<file path="src/rtl/btb_pkg.sv">
// Shared BTB constants and the per-set replacement-state record.
// The default geometry is here; the replacement unit re-derives widths from its own parameters.
package btb_pkg;

  localparam int BTB_NUM_SETS = 8;
  localparam int BTB_NUM_WAYS = 4;
  localparam int BTB_IDX_W    = $clog2(BTB_NUM_SETS);
  localparam int BTB_WAY_W    = $clog2(BTB_NUM_WAYS);

  typedef struct packed {
    logic [BTB_NUM_WAYS-2:0] tree;
    logic [BTB_NUM_WAYS-1:0] valid;
  } plru_state_t;

endpackage

</file>
<file path="src/rtl/btb_plru_tree.sv">
// Combinational tree-PLRU helper for one set: touch a way and search for a victim.
// Node n has children 2n+1 (lower ways) and 2n+2 (higher ways); bit 1 points at the higher half.
module btb_plru_tree #(
  parameter int NUM_WAYS = 4,
  parameter int WAY_W    = $clog2(NUM_WAYS)
) (
  input  logic [NUM_WAYS-2:0] tree_i,
  input  logic [NUM_WAYS-1:0] valid_i,
  input  logic [WAY_W-1:0]    way_i,
  output logic [NUM_WAYS-2:0] tree_o,
  output logic [WAY_W-1:0]    victim_o
);

  always_comb begin
    int   node_t;
    logic dir_t;
    tree_o = tree_i;
    node_t = 0;
    dir_t  = 1'b0;
    for (int l = 0; l < WAY_W; l++) begin
      dir_t = way_i[WAY_W-1-l];
      for (int k = 0; k < NUM_WAYS-1; k++) begin
        if (k == node_t) tree_o[k] = ~dir_t;
      end
      node_t = 2*node_t + 1 + int'(dir_t);
    end
  end

  // Invalid ways take priority over the tree walk, lowest number first.
  always_comb begin
    int   node_v;
    logic dir_v;
    logic found;
    victim_o = '0;
    node_v   = 0;
    dir_v    = 1'b0;
    found    = 1'b0;
    for (int w = 0; w < NUM_WAYS; w++) begin
      if (!found && !valid_i[w]) begin
        victim_o = WAY_W'(w);
        found    = 1'b1;
      end
    end
    if (!found) begin
      for (int l = 0; l < WAY_W; l++) begin
        for (int k = 0; k < NUM_WAYS-1; k++) begin
          if (k == node_v) dir_v = tree_i[k];
        end
        victim_o = (victim_o << 1) | WAY_W'(dir_v);
        node_v   = 2*node_v + 1 + int'(dir_v);
      end
    end
  end

endmodule

</file>
<file path="src/rtl/btb_plru.sv">
// Tree pseudo-LRU replacement state for the set-associative BTB.
// IF touches are applied first and EX touches on top, so EX wins on shared nodes.
module btb_plru
  import btb_pkg::*;
#(
  parameter int NUM_SETS = BTB_NUM_SETS,
  parameter int NUM_WAYS = BTB_NUM_WAYS,
  parameter int IDX_W    = $clog2(NUM_SETS),
  parameter int WAY_W    = $clog2(NUM_WAYS)
) (
  input  logic             clk,
  input  logic             rst,
  input  logic [IDX_W-1:0] rd_index,
  input  logic             rd_hit,
  input  logic [WAY_W-1:0] rd_hit_way,
  input  logic             upd_valid,
  input  logic [IDX_W-1:0] upd_index,
  input  logic             upd_hit,
  input  logic [WAY_W-1:0] upd_hit_way,
  input  logic             inv_valid,
  input  logic [IDX_W-1:0] inv_index,
  input  logic [WAY_W-1:0] inv_way,
  output logic [WAY_W-1:0] victim_way,
  output logic             set_full
);

  typedef struct packed {
    logic [NUM_WAYS-2:0] tree;
    logic [NUM_WAYS-1:0] valid;
  } set_state_t;

  set_state_t state_q [NUM_SETS];
  set_state_t state_d [NUM_SETS];

  logic [NUM_WAYS-2:0] if_tree;
  logic [NUM_WAYS-2:0] ex_tree_in;
  logic [NUM_WAYS-2:0] ex_tree;
  logic [WAY_W-1:0]    ex_way;
  logic [WAY_W-1:0]    unused_if_victim;
  logic [WAY_W-1:0]    unused_ex_victim;
  logic [NUM_WAYS-2:0] unused_vic_tree;

  btb_plru_tree #(.NUM_WAYS(NUM_WAYS), .WAY_W(WAY_W)) u_if_touch (
    .tree_i   (state_q[rd_index].tree),
    .valid_i  (state_q[rd_index].valid),
    .way_i    (rd_hit_way),
    .tree_o   (if_tree),
    .victim_o (unused_if_victim)
  );

  // EX touches the IF-touched tree when both ports address the same set.
  assign ex_tree_in = (rd_hit && rd_index == upd_index) ? if_tree : state_q[upd_index].tree;
  assign ex_way     = upd_hit ? upd_hit_way : victim_way;

  btb_plru_tree #(.NUM_WAYS(NUM_WAYS), .WAY_W(WAY_W)) u_ex_touch (
    .tree_i   (ex_tree_in),
    .valid_i  (state_q[upd_index].valid),
    .way_i    (ex_way),
    .tree_o   (ex_tree),
    .victim_o (unused_ex_victim)
  );

  btb_plru_tree #(.NUM_WAYS(NUM_WAYS), .WAY_W(WAY_W)) u_victim (
    .tree_i   (state_q[upd_index].tree),
    .valid_i  (state_q[upd_index].valid),
    .way_i    ('0),
    .tree_o   (unused_vic_tree),
    .victim_o (victim_way)
  );

  assign set_full = &state_q[upd_index].valid;

  always_comb begin
    for (int s = 0; s < NUM_SETS; s++) begin
      state_d[s] = state_q[s];
      if (rd_hit && rd_index == IDX_W'(s)) state_d[s].tree = if_tree;
      if (inv_valid && inv_index == IDX_W'(s)) state_d[s].valid[inv_way] = 1'b0;
      // Allocation follows the invalidate so a same-way collision leaves the entry valid.
      if (upd_valid && upd_index == IDX_W'(s)) begin
        state_d[s].tree = ex_tree;
        if (!upd_hit) state_d[s].valid[victim_way] = 1'b1;
      end
    end
  end

  always_ff @(posedge clk) begin
    if (rst) begin
      for (int s = 0; s < NUM_SETS; s++) state_q[s] <= '0;
    end else begin
      state_q <= state_d;
    end
  end

endmodule

</file>
<file path="config.mk">
export PLATFORM = sky130hd
export DESIGN_NAME = btb_plru
export DESIGN_NICKNAME = d
export VERILOG_FILES = /design/src/rtl/btb_pkg.sv /design/src/rtl/btb_plru_tree.sv /design/src/rtl/btb_plru.sv
export SDC_FILE = /design/constraint.sdc
export NUM_CORES = 1
export LEC_CHECK = 0
export ABC_CLOCK_PERIOD_IN_PS = 5000
export CORE_UTILIZATION = 40
export DETAILED_ROUTE_END_ITERATION = 16
export GPL_TIMING_DRIVEN = 0
export PLACE_DENSITY = 0.56
export SYNTH_ARGS = -nofsm -noshare
export SYNTH_HDL_FRONTEND = slang
export SYNTH_SLANG_ARGS = --single-unit
</file>
<file path="constraint.sdc">
create_clock -name clk -period 5 [get_ports clk]
set_input_delay 1.5 -clock clk [delete_from_list [all_inputs] [get_ports clk]]
set_output_delay 1.5 -clock clk [all_outputs]
set_load 0.01 [all_outputs]
</file>
==> impl_results.md <==
- DP Worst Slack: -1.13 ns
- Max FFs per register: 56
- Clock tree sinks: 56
- H-Tree Depth: 2
- Final non-filler cell total: 543
- DRT Pass-1 Iters: 4
- Via density: 6.28
- Arrival @ worst endpoint: 3.42 ns
- Setup Crit Path Kind: in2out
- Finished Cell Area: 3990 µm²
- Die Footprint: 9030 µm²
- Post-synth net total: 428
- Clk_lat worst skew: 0.33 ns
- Crit Path Max Fanout: 10
- Wire length per cell: 20.9 µm
- Initial drt markers: 334
- Power Dens Cells: 238 nW/µm²
- F_max: 203 MHz
- Reg with most FFs: state_q
- Commonest non-fill, non-tap cells in the layout: dfxtp_1 (56), nor2_1 (54), a21oi_1 (35), o21ai_0 (32), nand2_1 (20)
- Initial Util: 0.417
- Syn-to-layout area delta: 15.1%
- CTS max path bufs: 2
- Row count: 33
- Outcome: finished, final reports clean
- Antenna Nets Post-Route: 0
- # Max-Cap Violations: 0
- Clock transition at path regs: 0.11 ns
- Post-synth cell types: 55
- Die width: 95.1 µm
- Register area share after synthesis: 0.324
- Post-route clock period utilization: 0.984
- Final max-slew violation count: 0
- Largest net degree at the start of global routing: 19
- Syn Std Cell Area: 3460 µm²
- CP required: 3.50 ns
- Hold Crit Depth: 2
- Worst slew margin: 0.283
- # DRC: 0
- Worst setup SP type: input pin
- Crit path time final: 4.92 ns
- Synthesis warning total: 0
- GRT Overall Usage: 0.269
- TritonCTS clock tree: built
- Routability Congestion: 0.925
- R2r setup slk: 2.58 ns
- Hold buffer count at CTS: 0
- Core Area: 8300 µm²
- Share of cells above drive strength 1: 0.162
- Remaining global-route overflow: 0
- Vias in the first global route: 3,191
- Flops & latches, synth: 56
- Clk root buf: clkbuf_8
- Worst VDD drop: 0.120 mV
- Post-synthesis instance total: 407
- R2R cell count: 6
- Slew @ Worst Pin: 1.07 ns
- Placed Cells incl. Taps: 531
- Clk_skew: 0.0108 ns
- Final Hold Viols: 0
- Final Setup Violations: 0
- Fillers: 797
- Avg Inst Size Synth: 8.51 µm²
- # diodes: 0
- Min-delay worst type: reg2reg
- Post-DP Area: 3780 µm²
- Commonest non-fill, non-tap cell in the layout: dfxtp_1
- I/O Buffers: 18
- Initial antenna violation count: 0
- Setup tns final: 0 ns
- Detailed Route WL: 11,300 µm
- Final setup margin: 0.0813 ns
- Dpl hpwl: 8210 µm
- Die Y: 95.1 µm
- Final nets: 458
- Num CTS Buffers: 5
- Vias: 3,412
- First-pass GRT wire length: 18,000 µm
- Endpoint class of the critical path: primary output
- Top Registers: state_q x56
- Leak: 1.38 nW
- Ports: 24
- RSZ-0062 raised after global routing: no
[final timing paths]
| kind | to | from |
|---|---|---|
| max | victim_way[0] | upd_index[2] |
| min | state_q[42] | state_q[42] |
| max reg2reg | state_q[20] | state_q[20] |
| min reg2reg | state_q[42] | state_q[42] |
[synth_stat cells (all sizes together)]
cell	n	area share
a211o	1	0.0025
a211oi	24	0.062
a21oi	37	0.056
a221o	1	0.0061
a22oi	2	0.0043
a2bb2oi	1	0.0025
a311oi	8	0.020
a31oi	1	0.0061
and2	4	0.0072
and2b	1	0.0022
and3	1	0.0018
and3b	2	0.0051
and4	1	0.0025
buf	15	0.033
clkbuf	10	0.011
dfxtp	56	0.32
inv	8	0.0087
mux2	14	0.049
mux2i	12	0.035
mux4	6	0.043
nand2	22	0.025
nand2b	8	0.014
nand3	19	0.029
nand3b	8	0.017
nand4	5	0.011
nor2	54	0.059
nor2b	6	0.011
nor3	5	0.0072
nor4	1	0.0018
nor4b	1	0.0025
o211ai	2	0.0043
o21ai	34	0.049
o221a	1	0.0033
o221ai	2	0.0051
o22a	1	0.0025
o22ai	9	0.016
o2bb2ai	2	0.0051
o32a	3	0.0087
o41a	6	0.020
or2	3	0.0054
or3	5	0.0090
or4b	2	0.0058
xnor2	3	0.0076
[worst max-delay path, stage by stage]
cell             delay, ns
clkdlybuf4s18_2       0.27
buf_6                 0.18
and2_1                0.23
a22oi_2               0.16
nand3_1               0.13
mux2_2                0.32
a21oi_4               0.18
buf_6                 0.16
dlygate4sd2_1         0.27
[cell families (layout without fill, tap and decap cells)]
group,after synthesis,in the layout,synth area share
xor gates and xnor gates,3,3,0.00759
and+or+nand+nor,148,148,0.216
DFF,56,56,0.324
AOI/OAI and AO/OA,135,135,0.273
muxes,32,32,0.127
buffers and inverters,33,64,0.0524
[area by class of cell]
| class | count | area (µm²) | area share |
|---|---|---|---|
| Tap cell | 105 | 131 | 0.0330 |
| Multi-Input combinational cell | 318 | 2220 | 0.556 |
| Timing Repair Buffer | 24 | 214 | 0.0537 |
| Clock buffer | 5 | 68.8 | 0.0173 |
| Sequential cell | 56 | 1120 | 0.281 |
| Buffer | 24 | 180 | 0.0452 |
| Clock inverter | 3 | 22.5 | 0.00565 |
| Inverter | 8 | 30.0 | 0.00753 |
[metal layers]
layer | routed length (µm) | GRT usage | part of all wire | vias to the layer above
met5 | 0 | 0 | 0 | -
met4 | 273 | 0.0871 | 0.024 | 0
met3 | 681 | 0.0383 | 0.060 | 19
met2 | 4830 | 0.388 | 0.43 | 121
met1 | 5550 | 0.407 | 0.49 | 1680
li1 | - | - | - | 1592
[stage by stage]
step | power [mW] | hold WS, ns | utilization
finish | 0.948 | 0.480 | 0.480
global route | 0.985 | 0.506 | 0.480
CTS | 0.942 | 0.478 | 0.479
detailed placement | 0.671 | 0.463 | 0.456
global placement | 0.670 | 0.458 | 0.455
floorplan | 0.604 | 0.444 | -
[power breakdown]
part	total (mW)	switching [mW]	leakage, nW	internal (mW)
Clock	0.270	0.169	0.0485	0.101
Sequential	0.465	0.00741	0.453	0.457
Combinational	0.213	0.128	0.881	0.0854
Total	0.948	0.304	1.38	0.644
[repair_timing]
action / 4_1_cts / 5_1_grt
pin swaps: 1 / 2
cloned: 0 / 0
endpoints found under the setup margin: 3 / 1
buffers inserted: 4 / 1
gates resized for setup: 29 / 2
Power figures use the tool's default switching activity.
